`src/rtl/cpu_pkg.sv`:
```
// Shared widths, opcode encodings and the default ROM image for the four-bit CPU.
package cpu_pkg;

   localparam int unsigned DATA_W    = 4;
   localparam int unsigned ADDR_W    = 4;
   localparam int unsigned INSTR_W   = 8;
   localparam int unsigned OP_W      = 4;
   localparam int unsigned ROM_DEPTH = 16;
   localparam int unsigned ROM_W     = ROM_DEPTH * INSTR_W;

   localparam logic [OP_W-1:0] OP_NOP  = 4'h0;
   localparam logic [OP_W-1:0] OP_LDI  = 4'h1;
   localparam logic [OP_W-1:0] OP_ADDI = 4'h2;
   localparam logic [OP_W-1:0] OP_SUBI = 4'h3;
   localparam logic [OP_W-1:0] OP_MOVB = 4'h4;
   localparam logic [OP_W-1:0] OP_ADD  = 4'h5;
   localparam logic [OP_W-1:0] OP_OUT  = 4'h6;
   localparam logic [OP_W-1:0] OP_JMP  = 4'h7;
   localparam logic [OP_W-1:0] OP_JC   = 4'h8;
   localparam logic [OP_W-1:0] OP_JZ   = 4'h9;
   localparam logic [OP_W-1:0] OP_HLT  = 4'hF;

   // Free-running counter: LDI 0; OUT; ADDI 1; JMP 1; NOPs.
   localparam logic [ROM_W-1:0] DEFAULT_PROGRAM = 128'h0000_0000_0000_0000_0000_0000_7121_6010;

endpackage

```
`src/rtl/cpu_alu.sv`:
```
// Combinational adder/subtractor shared by ADDI, SUBI and ADD.
module cpu_alu
   import cpu_pkg::*;
(
   input  logic [OP_W-1:0]   i_op,
   input  logic [DATA_W-1:0] i_a,
   input  logic [DATA_W-1:0] i_operand,
   output logic [DATA_W-1:0] o_result_c,
   output logic              o_carry_c,
   output logic              o_zero_c
);

   logic [DATA_W:0] w_wide;

   // The extra top bit is carry on add and borrow on subtract.
   always_comb begin
      w_wide = '0;
      if (i_op == OP_SUBI) begin
         w_wide = {1'b0, i_a} - {1'b0, i_operand};
      end else begin
         w_wide = {1'b0, i_a} + {1'b0, i_operand};
      end
      o_result_c = w_wide[DATA_W-1:0];
      o_carry_c  = w_wide[DATA_W];
      o_zero_c   = (w_wide[DATA_W-1:0] == '0);
   end

endmodule

```
`src/rtl/four_bit_cpu.sv`:
```
// Single-cycle 4-bit accumulator CPU with an internal 16-word program ROM.
module four_bit_cpu
   import cpu_pkg::*;
#(
   parameter logic [ROM_W-1:0] PROGRAM = DEFAULT_PROGRAM
)
(
   input  logic              clk,
   input  logic              reset,
   output logic [DATA_W-1:0] output_data
);

   logic [ADDR_W-1:0]  pc;
   logic [DATA_W-1:0]  r_a;
   logic [DATA_W-1:0]  r_b;
   logic               r_z;
   logic               r_c;
   logic               r_halted;
   logic [DATA_W-1:0]  r_out;

   logic [ADDR_W-1:0]  w_pc_nxt;
   logic [DATA_W-1:0]  w_a_nxt;
   logic [DATA_W-1:0]  w_b_nxt;
   logic               w_z_nxt;
   logic               w_c_nxt;
   logic               w_halted_nxt;
   logic [DATA_W-1:0]  w_out_nxt;

   logic [INSTR_W-1:0] w_rom [ROM_DEPTH];
   logic [INSTR_W-1:0] w_instr;
   logic [OP_W-1:0]    w_op;
   logic [DATA_W-1:0]  w_imm;
   logic [DATA_W-1:0]  w_alu_operand;
   logic [DATA_W-1:0]  w_alu_result;
   logic               w_alu_carry;
   logic               w_alu_zero;

   for (genvar gi = 0; gi < ROM_DEPTH; gi++) begin : g_rom
      assign w_rom[gi] = PROGRAM[INSTR_W*gi +: INSTR_W];
   end

   assign w_instr       = w_rom[pc];
   assign w_op          = w_instr[INSTR_W-1:DATA_W];
   assign w_imm         = w_instr[DATA_W-1:0];
   assign w_alu_operand = (w_op == OP_ADD) ? r_b : w_imm;
   assign output_data   = r_out;

   cpu_alu u_alu (
      .i_op       (w_op),
      .i_a        (r_a),
      .i_operand  (w_alu_operand),
      .o_result_c (w_alu_result),
      .o_carry_c  (w_alu_carry),
      .o_zero_c   (w_alu_zero)
   );

   // Decode/execute: everything holds by default; a halted core keeps pc too.
   always_comb begin
      w_pc_nxt     = pc + ADDR_W'(1);
      w_a_nxt      = r_a;
      w_b_nxt      = r_b;
      w_z_nxt      = r_z;
      w_c_nxt      = r_c;
      w_halted_nxt = r_halted;
      w_out_nxt    = r_out;
      if (r_halted) begin
         w_pc_nxt = pc;
      end else begin
         case (w_op)
            OP_LDI: begin
               w_a_nxt = w_imm;
               w_z_nxt = (w_imm == '0);
               w_c_nxt = 1'b0;
            end
            OP_ADDI, OP_SUBI, OP_ADD: begin
               w_a_nxt = w_alu_result;
               w_z_nxt = w_alu_zero;
               w_c_nxt = w_alu_carry;
            end
            OP_MOVB: w_b_nxt   = r_a;
            OP_OUT:  w_out_nxt = r_a;
            OP_JMP:  w_pc_nxt  = w_imm;
            OP_JC:   if (r_c) w_pc_nxt = w_imm;
            OP_JZ:   if (r_z) w_pc_nxt = w_imm;
            OP_HLT: begin
               w_halted_nxt = 1'b1;
               w_pc_nxt     = pc;
            end
            default: ;
         endcase
      end
   end

   always_ff @(posedge clk or negedge reset) begin
      if (!reset) begin
         pc       <= '0;
         r_a      <= '0;
         r_b      <= '0;
         r_z      <= 1'b0;
         r_c      <= 1'b0;
         r_halted <= 1'b0;
         r_out    <= '0;
      end else begin
         pc       <= w_pc_nxt;
         r_a      <= w_a_nxt;
         r_b      <= w_b_nxt;
         r_z      <= w_z_nxt;
         r_c      <= w_c_nxt;
         r_halted <= w_halted_nxt;
         r_out    <= w_out_nxt;
      end
   end

endmodule

```
`config.mk`:
```
export PLATFORM = sky130hd
export DESIGN_NAME = four_bit_cpu
export DESIGN_NICKNAME = d
export VERILOG_FILES = /design/src/rtl/cpu_pkg.sv /design/src/rtl/cpu_alu.sv /design/src/rtl/four_bit_cpu.sv
export SDC_FILE = /design/constraint.sdc
export NUM_CORES = 1
export LEC_CHECK = 0
export ABC_AREA = 1
export BUFFER_PORTS_ARGS = -buffer_cell sky130_fd_sc_hd__buf_2
export CAP_MARGIN = 0
export CORE_MARGIN = 1.5
export CORE_UTILIZATION = 45
export CTS_CLUSTER_SIZE = 28
export DETAILED_ROUTE_END_ITERATION = 16
export PLACE_DENSITY_LB_ADDON = 0.08
export SYNTH_ARGS = -nofsm -noshare
export SYNTH_HDL_FRONTEND = slang
export SYNTH_HIERARCHICAL = 1
export SYNTH_SLANG_ARGS = --single-unit
```
`constraint.sdc`:
```
create_clock -name clk -period 2.54 [get_ports clk]
set_input_delay 0.254 -clock clk [delete_from_list [all_inputs] [get_ports clk]]
set_output_delay 0.254 -clock clk [all_outputs]
set_load 0.01 [all_outputs]
```
## Word level (Yosys, flattened, before mapping)

Memory sizes are Yosys's and may differ from the RTL's.
Cells that the tools add are included.

| storage, ports and cells | value |
|---|---|
| input bits | 2 |
| logic and storage cells | 45 |
| ROM bits | 128 |
| output and inout port bits | 4 |
| bits in registers | 19 |
| memories kept | 1 |

Memory list:

| memory | words | width | read ports | clocked after memory_dff | write ports | RTL line | text |
|---|---|---|---|---|---|---|---|
| (name not given) | 16 | 8 | 1 | 0 | 0 | four_bit_cpu.sv:42 | `assign w_instr = w_rom[pc];` |

| operators by class | value |
|---|---|
| reductions and logical operators | 8 |
| muxes and demuxes | 12 |
| equality and inequality tests | 10 |
| $lt $le $gt $ge | 1 |
| bitwise gates (word level) | 3 |
| $add $sub $neg | 3 |

Operators with widths:

| cell | count |
|---|---|
| $eq 4x3->1 const B | 4 |
| $mux 8 | 2 |
| $pmux 4 s4 | 1 |
| $eq 4x4->1 const B | 3 |
| $mux 4 | 3 |
| $eq 4x2->1 const B | 2 |
| $logic_not 4->1 | 2 |
| $pmux 4 s2 | 1 |
| $reduce_and 2->1 | 4 |
| $add 4x4->5 | 1 |
| $ge 5x5->1 const B | 1 |
| $mux 5 | 1 |
| $not 4->5 | 1 |
| $sub 4x4->5 | 1 |
| $add 4x1->4 const B | 1 |
| $eq 4x1->1 const B | 1 |
| $pmux 1 s2 | 2 |
| $reduce_or 3->1 | 1 |
| $mux 1 | 2 |
| $not 1->1 | 2 |
| $reduce_bool 2->1 | 1 |

## Logic depth before layout (Yosys ltp)

Gate-level depths: netlist of the first run.

| depth | value |
|---|---|
| word-level depth | 10 |
| depth in mapped cells | 19 |
| depth with buffers taken out | 19 |

## Hierarchy

The synthesis of the first run kept the hierarchy.

By module, submodules not included:

| module | times used | area each (µm²) | cells each | sequential area each (µm²) |
|---|---|---|---|---|
| four_bit_cpu | 1 | 790.8 | 84 | 400.4 |
| cpu_alu | 1 | 304.0 | 58 | 0.0 |

## Worst setup path before layout of the first run

Ideal clock, no wire load.

| path | value |
|---|---|
| path kind | flip-flop to flip-flop |
| start point | reg pc[0] |
| end point | reg r_a[2] |
| setup slack | -268 ps |
| data arrival time | 2687 ps |
| library setup time | 121 ps |
| stages on the path, launching flop included | 15 |
| data required time | 2419 ps |
| path through | dfrtp_1 -> bufinv_8 -> ha_1 -> inv_2 -> nand4_2 -> a21oi_1 -> inv_1 -> ha_1 -> nand2_1 -> o21ai_2 -> fa_1 -> xor2_1 -> inv_1 -> nand2_1 -> o21ai_1 |

| on the way | value |
|---|---|
| word-level cells in the longest chain between the ends | 9 |
| elaborated cells between the ends (all ways) | 16 |
| those cells by class | add/sub: 2; eq/ne: 4; mux: 5; bitwise: 1; reduce/logical: 3; memory: 1 |

RTL lines:

| element | RTL line | text |
|---|---|---|
| start: declaration | four_bit_cpu.sv:13 | `logic [ADDR_W-1:0] pc;` |
| start signal: assignment | four_bit_cpu.sv:104 | `pc <= w_pc_nxt;` |
| $not 4->5 (not written as such) (*) | four_bit_cpu.sv:42 |  |
| $mem_v2 16x8 (*) | n/a |  |
| $mux 8 (not written as such) (*) (2 in series) | four_bit_cpu.sv:42 |  |
| $eq 4x3->1 | four_bit_cpu.sv:45 | `assign w_alu_operand = (w_op == OP_ADD) ? r_b : w_imm;` |
| $mux 4 (*) | four_bit_cpu.sv:45 |  |
| via w_alu_operand[0] | four_bit_cpu.sv:33 | `logic [DATA_W-1:0] w_alu_operand;` |
| $add 4x4->5 / $sub 4x4->5 (equally long branches) | cpu_alu.sv:21, cpu_alu.sv:19 |  |
| $mux 5 (*) | cpu_alu.sv:18 | `if (i_op == OP_SUBI) begin` |
| via w_alu_result[2] | four_bit_cpu.sv:34 | `logic [DATA_W-1:0] w_alu_result;` |
| $pmux 4 s2 (*) | four_bit_cpu.sv:69 | `case (w_op)` |
| end signal: assignment | four_bit_cpu.sv:105 | `r_a <= w_a_nxt;` |
| end: declaration | four_bit_cpu.sv:14 | `logic [DATA_W-1:0] r_a;` |

Mark *: on every way through the listed nets, which the timed path passes. The rest lies on a longest branch. The select of a mux whose other input is x is not followed.
A chain may end at the register's enable or synchronous reset.

## Worst setup path in the final report of the first run

| path | value |
|---|---|
| start point | reg pc[0] |
| end point | reg r_a[3] |

Same word-level chain as after synthesis.

==> results by group, run 1 <==
Run status
  • Run status: finished, final reports clean

Global route
  • Grt ovf: 0
  • First-pass GRT wire length: 3.15 mm
  • Largest net degree at the start of global routing: 17
  • Overall Global Routing Usage: 16.0%
  • Vias in the first global route: 735
  • Antenna violations before repair: 0

Flow run
  • Max_cap viols: 0

Clock network
  • Clock latency on the worst-skew pair: 0.28 ns
  • CTS Root Cell: clkbuf_4
  • CTS tree: built
  • H-tree Lvls: 1
  • Num CTS Buffers: 3
  • Max Root-Sink Buffers: 2
  • Reg clk slew, reported paths: 0.09 ns
  • Sink Count: 16

Critical path
  • RR Startpoint: pc[0]
  • Reg2reg path depth: 17
  • Internal reg-to-reg setup slack: 0.08 ns
  • Crit end category: flip-flop
  • Worst Path Arrival: 2.66 ns
  • Reg-to-Reg End: r_a[3]
  • Crit path kind: reg -> reg
  • Startpoint class of the critical path: flip-flop
  • Worst-path maximum fanout: 4
  • Worst EP required: 2.75 ns

Synth
  • Post-Syn Area: 1050 sq um
  • Syn_nets: 141
  • Post-Synthesis Cells: 131
  • Mean Syn Cell Area: 7.98 sq um
  • Yosys Warn Count: 6

Routing
  • Final wirelength: 1.84 mm
  • Wire per inst: 10.5 um
  • Vias: 800
  • Vias per inst: 4.55
  • Post-route ant nets: 0
  • Initial DRT Pass Iterations: 3
  • Post-route DRC: 0
  • Initial DRC count: 10

Cells and area
  • Share of cells above drive strength 1: 30.4%
  • Area Growth Syn to Fin: 23.4%
  • Final Util: 58.4%
  • Design area: 1290 sq um
  • N_diodes: 0
  • Final nets: 159
  • Number of fill cells: 219

Floorplanning
  • Die ar.: 2620 sq um
  • Core Footprint: 2210 sq um
  • Die Span Y: 51.2 um
  • Io pins: 6
  • Starting density of the core: 47.3%
  • Die width: 51.2 um
  • Row count: 17

Pwr
  • Sw Ratio: 18.9%
  • Leakage: 0.627 nW
  • Logic pwr share: 1.5%
  • PD cells: 328 nW/um^2
  • Internal portion of total power: 0.343 mW
  • VDD IR-drop max: 0.000349 V
  • Sequential share of power: 60.2%
  • Clock Power Share: 38.3%
  • NetSw: 0.0798 mW

STA
  • Max Slew Vio Count: 0
  • Final min period: 2.46 ns
  • Period Utilization, post-route: 96.7%
  • Fmax achieved: 407 MHz
  • Setup violations, final: 0
  • RSZ-0062 raised after global routing: true
  • Hold Vio Cnt, Final: 0
  • Clock Skew: 0.00127 ns

Placed design
  • Area post-placement: 1150 sq um
  • Final RePlAce weighted congestion: 0.712
  • Port buffer count: 5
  • Post-DP HPWL: 1.42 mm

Min path
  • Hold WC Path Type: in -> async
==> sequential cells by signal, indices dropped and copies added, names as in the netlist <==
name	count
r_a	4
pc	4
output_data	4
r_b	4
==> power by group through the flow <==
stage | clock network, mW | registers, mW | logic, mW
2_1_floorplan | 0 | 0.260 | 0.000166
3_3_place_gp | 0 | 0.260 | 0.00579
3_5_place_dp | 0 | 0.260 | 0.00567
4_1_cts | 0.168 | 0.255 | 0.00685
5_1_grt | 0.179 | 0.255 | 0.00786
6_report | 0.162 | 0.254 | 0.00649
==> stage by stage <==
step                power [mW]  hold WS [ns]  setup TNS, ns  instances  setup slack (ns)
floorplan                0.260       -0.0416              0        131           0.00249
global placement         0.265         0.182              0        167            0.0706
detailed placement       0.265         0.178              0        167            0.0274
CTS                      0.430         0.408              0        172            0.0139
global route             0.442         0.420        -0.0890        176           -0.0656
finish                   0.423         0.403              0        176            0.0841
==> routing by layer <==
metal	routed length, um	share of wire (%)	up-vias	global-route usage [%]
met1	1020	55	358	24.3
met3	20	1.1	2	1.75
li1	-	-	437	-
met4	8	0.43	0	5.26
met5	0	0	-	0
met2	791	43	3	23.6
==> worst max-delay path, cell delays in order, from the launching register on <==
cell and delay [ns]:
dfrtp_2 0.45, inv_8 0.06, ha_4 0.19, inv_4 0.06, nand4_4 0.15, a21oi_4 0.19, inv_2 0.07, ha_4 0.15
inv_2 0.06, nand2_2 0.06, nor2_2 0.10, nor2_1 0.04, ha_1 0.37, a21oi_2 0.15, nand3_1 0.08, nand2_1 0.07
nand2_1 0.05, o21ai_1 0.08
==> worst max path at each step <==
stage / cells after the start / endpoint / slack (ns) / startpoint
final: 17 / r_a[3] / 0.08 / pc[0]
after global routing: 17 / r_a[3] / -0.07 / pc[1]
after CTS: 14 / r_a[2] / 0.01 / pc[0]
after detailed placement: 14 / r_a[2] / 0.03 / pc[0]
after global placement: 14 / r_a[2] / 0.07 / pc[0]
after floorplan: 15 / r_a[2] / 0.002 / pc[0]
==> final cells by class <==
cell class / count / area, sq um / share of cell area [%]
inverter: 32 / 133 / 10.3
tap: 28 / 35.0 / 2.71
timing repair buffer: 13 / 87.6 / 6.78
multi-input combinational: 83 / 598 / 46.3
clock buffer: 4 / 36.3 / 2.81
sequential: 16 / 402 / 31.1
==> layout by cell type, fill, tap and decap left out, types with 2 or more instances in the layout <==
cell type  count
nand3_4        2
buf_2          5
o21ai_1       12
dfrtp_1       15
xor2_1         3
nand3_1       10
buf_4          7
nor2_1         5
ha_4           3
nand2_2        3
inv_4          2
nand2_1       26
inv_1         24
ha_1           4
clkbuf_4       3
inv_2          5
nor2_2         3
nor2_4         3
==> repair_timing <==
action,in CTS,in global routing
setup buffers,0,4
resized for setup,0,20
hold buffers,1,0
endpoints found under the setup margin,0,3
hold endpoints to repair,16,0
(Power assumes the default switching activity.)
==> inputs of run 2 (changes only) <==
--- a/config.mk
+++ b/config.mk
@@ -5,7 +5,6 @@
 export SDC_FILE = /design/constraint.sdc
 export NUM_CORES = 1
 export LEC_CHECK = 0
-export ABC_AREA = 1
 export BUFFER_PORTS_ARGS = -buffer_cell sky130_fd_sc_hd__buf_2
 export CAP_MARGIN = 0
 export CORE_MARGIN = 1.5
@@ -13,6 +12,7 @@
 export CTS_CLUSTER_SIZE = 28
 export DETAILED_ROUTE_END_ITERATION = 16
 export PLACE_DENSITY_LB_ADDON = 0.08
+export SETUP_SLACK_MARGIN = 0.3
 export SYNTH_ARGS = -nofsm -noshare
 export SYNTH_HDL_FRONTEND = slang
 export SYNTH_HIERARCHICAL = 1
==> results by group, run 2 <==
Run status
  • Run status: finished with violations
  • Failing checks: negative setup slack

Critical path
  • Crit path kind: reg -> reg
  • Startpoint class of the critical path: flip-flop
  • Crit path max-delay family: adder cells
  • CP peak stage delay: 0.53 ns (+0.08 ns)
  • CP startpoint: pc[0]
  • Buf/Inv on CP: 3 (-1)
  • Slowest cell on crit path: fa_2
  • CP Cell Sequence: inv_4, ha_4, nor2b_4, and3_4, o31ai_4, inv_1, ha_1, mux2_4, fa_2, inv_2, a22o_1
  • Crit end category: flip-flop
  • RR Startpoint: pc[0]
  • Worst-path maximum fanout: 3 (-1)
  • Worst EP required: 2.74 ns (about the same)
  • Worst Path Arrival: 2.82 ns (+0.16 ns)

Synth
  • Mean Syn Cell Area: 11.0 sq um (+38%)
  • Yosys Warn Count: 6 (unchanged)
  • Post-Syn Area: 993 sq um (-5.0%)
  • Syn_nets: 100 (-29%)
  • Post-Synthesis Cells: 90 (-31%)

Pwr
  • Logic pwr share: 1.6% (about the same)
  • Leakage: 0.553 nW (-12%)
  • VDD IR-drop max: 0.000292 V (-16%)
  • Sequential share of power: 57.6% (-2.6 points)
  • PD cells: 358 nW/um^2 (+9.2%)
  • Internal portion of total power: 0.344 mW (+0.20%)
  • NetSw: 0.0982 mW (+23%)
  • Clock Power Share: 40.8% (+2.5 points)
  • Sw Ratio: 22.2% (+3.4 points)

Routing
  • Final wirelength: 1.92 mm (+4.1%)
  • Initial DRC count: 7 (-3)
  • Post-route DRC: 0 (unchanged)
  • Vias per inst: 5.26 (+16%)
  • Vias: 716 (-11%)
  • Post-route ant nets: 0 (unchanged)
  • Initial DRT Pass Iterations: 4 (+1)
  • Wire per inst: 14.1 um (+35%)

Clock network
  • Clock latency on the worst-skew pair: 0.30 ns (+0.02 ns)
  • H-tree Lvls: 1 (unchanged)
  • CTS Root Cell: clkbuf_4
  • Reg clk slew, reported paths: 0.10 ns (about the same)
  • Max Root-Sink Buffers: 2 (unchanged)
  • Sink Count: 16 (unchanged)
  • CTS tree: built
  • Num CTS Buffers: 3 (unchanged)

Floorplanning
  • Starting density of the core: 49.1% (+1.8 points)
  • Io pins: 6 (unchanged)
  • Die Span Y: 50.0 um (-2.4%)
  • Die ar.: 2500 sq um (-4.7%)
  • Core Footprint: 2020 sq um (-8.6%)
  • Die width: 50.0 um (-2.4%)
  • Row count: 16 (-1)

Cells and area
  • Final Util: 61.1% (+2.8 points)
  • Area Growth Syn to Fin: 24.4%
  • Final nets: 120 (-25%)
  • N_diodes: 0 (unchanged)
  • Final cell count without fillers: 136 (-23%)
  • Most common library cell in the layout ignoring fill and taps: dfrtp_1
  • Most frequent cells in the layout: 16 x dfrtp_1, 12 x buf_4, 8 x mux2_2
  • Share of cells above drive strength 1: 45.9% (+15 points)

Placed design
  • Final RePlAce weighted congestion: 0.809 (+14%)
  • Post-placement cell count: 130 (-22%)
  • Port buffer count: 5 (unchanged)
  • Post-DP HPWL: 1.39 mm (-2.0%)
  • Post-Place Worst Slack: -0.0985 ns (-0.126 ns)

STA
  • Max Slew Vio Count: 0 (unchanged)
  • Setup violations, final: 3 (+3)
  • Fmax achieved: 382 MHz (-6.2%)
  • Hold Vio Cnt, Final: 0 (unchanged)
  • Worst setup slack after layout: -0.0769 ns (-0.161 ns)
  • Clock Skew: 0.000872 ns (-0.000402 ns)
  • Period Utilization, post-route: 103% (+6.3 points)
  • Hold Slack: 0.384 ns (-0.0190 ns)
  • RSZ-0062 raised after global routing: true
  • Final min period: 2.62 ns (+0.161 ns)

Global route
  • Vias in the first global route: 749 (+1.9%)
  • Grt ovf: 0 (unchanged)
  • Antenna violations before repair: 0 (unchanged)
  • Overall Global Routing Usage: 18.6% (+2.6 points)
  • Largest net degree at the start of global routing: 17 (unchanged)
  • First-pass GRT wire length: 3.42 mm (+8.6%)

Flow run
  • Max_cap viols: 0 (unchanged)

Min path
  • Hold WC Path Type: in -> async
run 2: layout make-up:
cell class | instances | area, sq um
Fill cell | 174 | 786
Multi-Input combinational cell | 61 | 601
Timing Repair Buffer | 18 | 125
Inverter | 10 | 40.0
Sequential cell | 16 | 400
Clock buffer | 4 | 36.3
Tap cell | 27 | 33.8
run 2: per-layer routing:
metal / up-vias / track usage [%] / routed length [um]
li1: 351 / - / -
met1: 352 / 25.8 / 982
met2: 8 / 27.6 / 855
met3: 5 / 3.64 / 40
met4: 0 / 8.33 / 36
met5: - / 0 / 0
run 2: per-stage QoR:
| step | power (mW) | area (sq um) | TNS, ns |
|---|---|---|---|
| after global routing | 0.455 | 1240 | -0.523 |
| final | 0.442 | 1240 | -0.148 |
| after CTS | 0.449 | 1220 | -0.171 |
| after global placement | 0.266 | 1160 | -0.102 |
| after detailed placement | 0.266 | 1160 | -0.230 |
| after floorplan | 0.260 | 1050 | -0.511 |
run 2: worst paths after layout:
check / to / slack (ns) / cells past startpoint
worst max-delay path: r_a[1] / -0.08 / 11
worst min-delay path: pc[0] / 0.38 / 2
worst max register to register: r_a[1] / -0.08 / 11
worst min register to register: output_data[1] / 0.51 / 1
max in group asynchronous: r_b[3] / 1.88 / 2
min in group clk: output_data[1] / 0.51 / 1
run 2: power by group through the flow:
stage	sequential, mW	combinational (mW)	clock, mW
after floorplan	0.260	0.000304	0
after global placement	0.260	0.00603	0
after detailed placement	0.260	0.00632	0
after CTS	0.255	0.00750	0.186
after global routing	0.255	0.00861	0.192
final	0.255	0.00708	0.180
run 2: timing repair:
item / CTS / global route
hold buffers: 1 / 0
resized for setup: 2 / 4
pin swaps: 3 / 2
setup endpoints to repair: 3 / 3
buffers inserted: 1 / 0
endpoints found under the hold margin: 16 / 0
==> inputs of run 3 (changes only) <==
--- a/config.mk
+++ b/config.mk
@@ -8,12 +8,11 @@
 export BUFFER_PORTS_ARGS = -buffer_cell sky130_fd_sc_hd__buf_2
 export CAP_MARGIN = 0
 export CORE_MARGIN = 1.5
-export CORE_UTILIZATION = 45
+export CORE_UTILIZATION = 30
 export CTS_CLUSTER_SIZE = 28
 export DETAILED_ROUTE_END_ITERATION = 16
 export PLACE_DENSITY_LB_ADDON = 0.08
 export SETUP_SLACK_MARGIN = 0.3
 export SYNTH_ARGS = -nofsm -noshare
 export SYNTH_HDL_FRONTEND = slang
-export SYNTH_HIERARCHICAL = 1
 export SYNTH_SLANG_ARGS = --single-unit
==> results by group, run 3 <==
Run status
  • Run status: finished with violations
  • Failing checks: negative setup slack

Clock network
  • Clock latency on the worst-skew pair: 0.29 ns (about the same)
  • Sink Count: 16 (unchanged)
  • Max Root-Sink Buffers: 2 (unchanged)
  • Reg clk slew, reported paths: 0.10 ns (about the same)
  • CTS tree: built
  • H-tree Lvls: 1 (unchanged)
  • CTS Root Cell: clkbuf_4
  • Num CTS Buffers: 3 (unchanged)

Placed design
  • Post-placement cell count: 155 (+19%)
  • Post-Place Worst Slack: -0.467 ns (-0.368 ns)
  • Port buffer count: 5 (unchanged)
  • Post-DP HPWL: 1.59 mm (+14%)
  • Final RePlAce weighted congestion: 0.753 (-7.0%)

Cells and area
  • Most frequent cells in the layout: 17 x buf_4, 16 x dfrtp_1, 10 x nand2_1
  • N_diodes: 0 (unchanged)
  • Final Util: 42.6% (-18 points)
  • Final nets: 131 (+9.2%)
  • Most common library cell in the layout ignoring fill and taps: buf_4
  • Final cell count without fillers: 165 (+21%)
  • Share of cells above drive strength 1: 46.3% (+0.41 points)
  • Area Growth Syn to Fin: 34.7%

Routing
  • Vias: 785 (+9.6%)
  • Wire per inst: 12.8 um (-9.3%)
  • Wire length on met3: 40 um (unchanged)
  • Initial DRT Pass Iterations: 4 (unchanged)
  • Post-route ant nets: 0 (unchanged)
  • Vias per inst: 4.76 (-9.6%)
  • Post-route DRC: 0 (unchanged)
  • Met1 WL: 1.04 mm (+6.3%)
  • Max layer used: met4
  • WL met2: 992 um (+16%)
  • Final wirelength: 2.11 mm (+10%)
  • Initial DRC count: 11 (+4)

Synth
  • Post-Syn Area: 975 sq um (-1.9%)
  • Seq/Total Area, Yosys: 41.1%
  • Yosys Warn Count: 0 (-6)
  • Commonest cells in the netlist: 16 x dfrtp_1, 10 x nand2_1, 8 x o21ai_0, 7 x inv_1, 6 x ha_1
  • Flops & latches, synth: 16
  • Most used DFF post-synth: dfrtp_1
  • Mean Syn Cell Area: 10.2 sq um (-8.0%)
  • Post-Synthesis Cells: 96 (+6.7%)
  • Top-area cell type share of the netlist area: 41.1%
  • Area leader, netlist: dfrtp_1
  • Post-synth EDFFs: 0
  • Top post-synthesis cells by area: dfrtp_1 41%, ha_1 7.7%, o21ai_0 4.1%
  • Synth cell types: 39
  • Most frequent cell after synthesis: dfrtp_1
  • Syn_nets: 105 (+5.0%)
  • Synth async-reset ratio: 100%

STA
  • Setup violations, final: 3 (unchanged)
  • Hold Vio Cnt, Final: 0 (unchanged)
  • Rel. slew slack: 65.8%
  • Fmax achieved: 340 MHz (-11%)
  • Max Slew Vio Count: 0 (unchanged)
  • Period Utilization, post-route: 116% (+13 points)
  • Final min period: 2.94 ns (+0.328 ns)
  • Worst setup slack after layout: -0.405 ns (-0.328 ns)
  • RSZ-0062 raised after global routing: true
  • Clock Skew: 0.00853 ns (+0.00766 ns)
  • Slew @ Worst Pin: 0.508 ns

Critical path
  • CP Cell Sequence: inv_2, ha_4, nand4bb_1, nor2_2, nand2_1, o21a_1, ha_4, nand3_2, o22ai_2, a21oi_2, ha_4, a21o_1, or3_4, a21bo_2, o311ai_2
  • Crit end category: flip-flop
  • Startpoint class of the critical path: flip-flop
  • Worst EP required: 2.73 ns (about the same)
  • CP peak stage delay: 0.42 ns (-0.11 ns)
  • Worst Path Arrival: 3.14 ns (+0.32 ns)
  • Slowest cell on crit path: dfrtp_1
  • Crit path kind: reg -> reg
  • Worst-path maximum fanout: 4 (+1)
  • CP dominant cell by count: ha_4

Pwr
  • Sequential share of power: 58.5% (+0.9 points)
  • Logic pwr share: 1.5% (about the same)
  • Leakage: 0.563 nW (+1.7%)
  • PD cells: 331 nW/um^2 (-7.4%)
  • VDD IR-drop max: 0.000141 V (-52%)
  • NetSw: 0.0914 mW (-6.9%)
  • Sw Ratio: 21.0% (-1.2 points)
  • Clock Power Share: 39.9% (-0.9 points)
  • Internal portion of total power: 0.343 mW (-0.13%)

Floorplanning
  • Die ar.: 3600 sq um (+44%)
  • Core Footprint: 3080 sq um (+52%)
  • Row count: 20 (+4)
  • Die width: 60 um (+20%)
  • Io pins: 6 (unchanged)
  • Die Span Y: 60 um (+20%)
  • Starting density of the core: 31.7% (-17 points)

Flow run
  • Max_cap viols: 0 (unchanged)

Global route
  • First-pass GRT wire length: 3.88 mm (+14%)
  • Antenna violations before repair: 0 (unchanged)
  • Grt ovf: 0 (unchanged)
  • Largest net degree at the start of global routing: 17 (unchanged)
  • Vias in the first global route: 835 (+11%)
  • Overall Global Routing Usage: 14.8% (-3.8 points)

Min path
  • Hold WC Path Type: in -> async
==> run 3: through the flow <==
| stage | hold slack [ns] | setup TNS, ns | instance area (sq um) | power [mW] |
|---|---|---|---|---|
| detailed placement | 0.195 | -0.467 | 1160 | 0.266 |
| global route | 0.422 | -1.06 | 1310 | 0.458 |
| finish | 0.406 | -0.452 | 1310 | 0.435 |
| floorplan | -0.0416 | -0.374 | 1010 | 0.260 |
| global placement | 0.191 | -0.410 | 1160 | 0.265 |
| CTS | 0.405 | -0.407 | 1290 | 0.446 |
==> run 3: logic make-up (layout without fill, tap and decap cells) <==
kind of cell,count (synthesis),in the layout,share of synthesized area [%]
multiplexers,5,5,6.55
buffers and inverters,13,38,6.55
adder cells (fa/ha/maj),7,7,9.76
AO/OA/AOI/OAI,24,24,16.8
AND/OR/NAND/NOR,29,29,17.5
flip-flops,16,16,41.1
XOR/XNOR,2,2,1.80
==> run 3: path summary, 6_finish.rpt <==
kind | from | end | slack [ns] | cells after the start
min | reset | pc[2] | 0.41 | 2
max | pc[1] | r_a[3] | -0.40 | 15
min reg2reg | output_data[1] | output_data[1] | 0.48 | 2
max in group asynchronous | reset | r_a[0] | 1.86 | 2
min in group clk | output_data[1] | output_data[1] | 0.48 | 2
max reg2reg | pc[1] | r_a[3] | -0.40 | 15
==> run 3: what timing repair did <==
action	CTS	global route
resized for setup	9	4
endpoints found under the hold margin	16	0
pin swaps	5	4
setup endpoints to repair	3	3
hold buffers	1	0
buffers inserted	5	0
==> run 3: layer usage <==
metal  track usage, %  up-vias
met2             23.1       10
met5                0        -
li1                 -      395
met4             7.62        0
met3             2.60        2
met1             19.4      378
==> run 3: power by group through the flow <==
| stage | Combinational, mW | Clock, mW | Sequential (mW) |
|---|---|---|---|
| 2_1_floorplan | 0.000000225 | 0 | 0.260 |
| 3_3_place_gp | 0.00592 | 0 | 0.260 |
| 3_5_place_dp | 0.00605 | 0 | 0.260 |
| 4_1_cts | 0.00725 | 0.184 | 0.255 |
| 5_1_grt | 0.00790 | 0.196 | 0.255 |
| 6_report | 0.00661 | 0.174 | 0.255 |
==> run 3: area by class of cell <==
cell class,count,area (sq um)
fillers,328,1770
multi-input cells,67,592
flip-flops and latches,16,400
repair buffers,26,196
well taps,44,55.1
clock buffers,4,36.3
inverters,8,32.5
==> run 3: worst max-delay path, delay by kind of cell (launching register included) <==
family,cells,cell delay (ns)
and+or+nand+nor,5,0.84
buffers and inverters,1,0.08
adders and majority gates,3,0.52
DFF,1,0.42
AOI/OAI and AO/OA,6,0.96
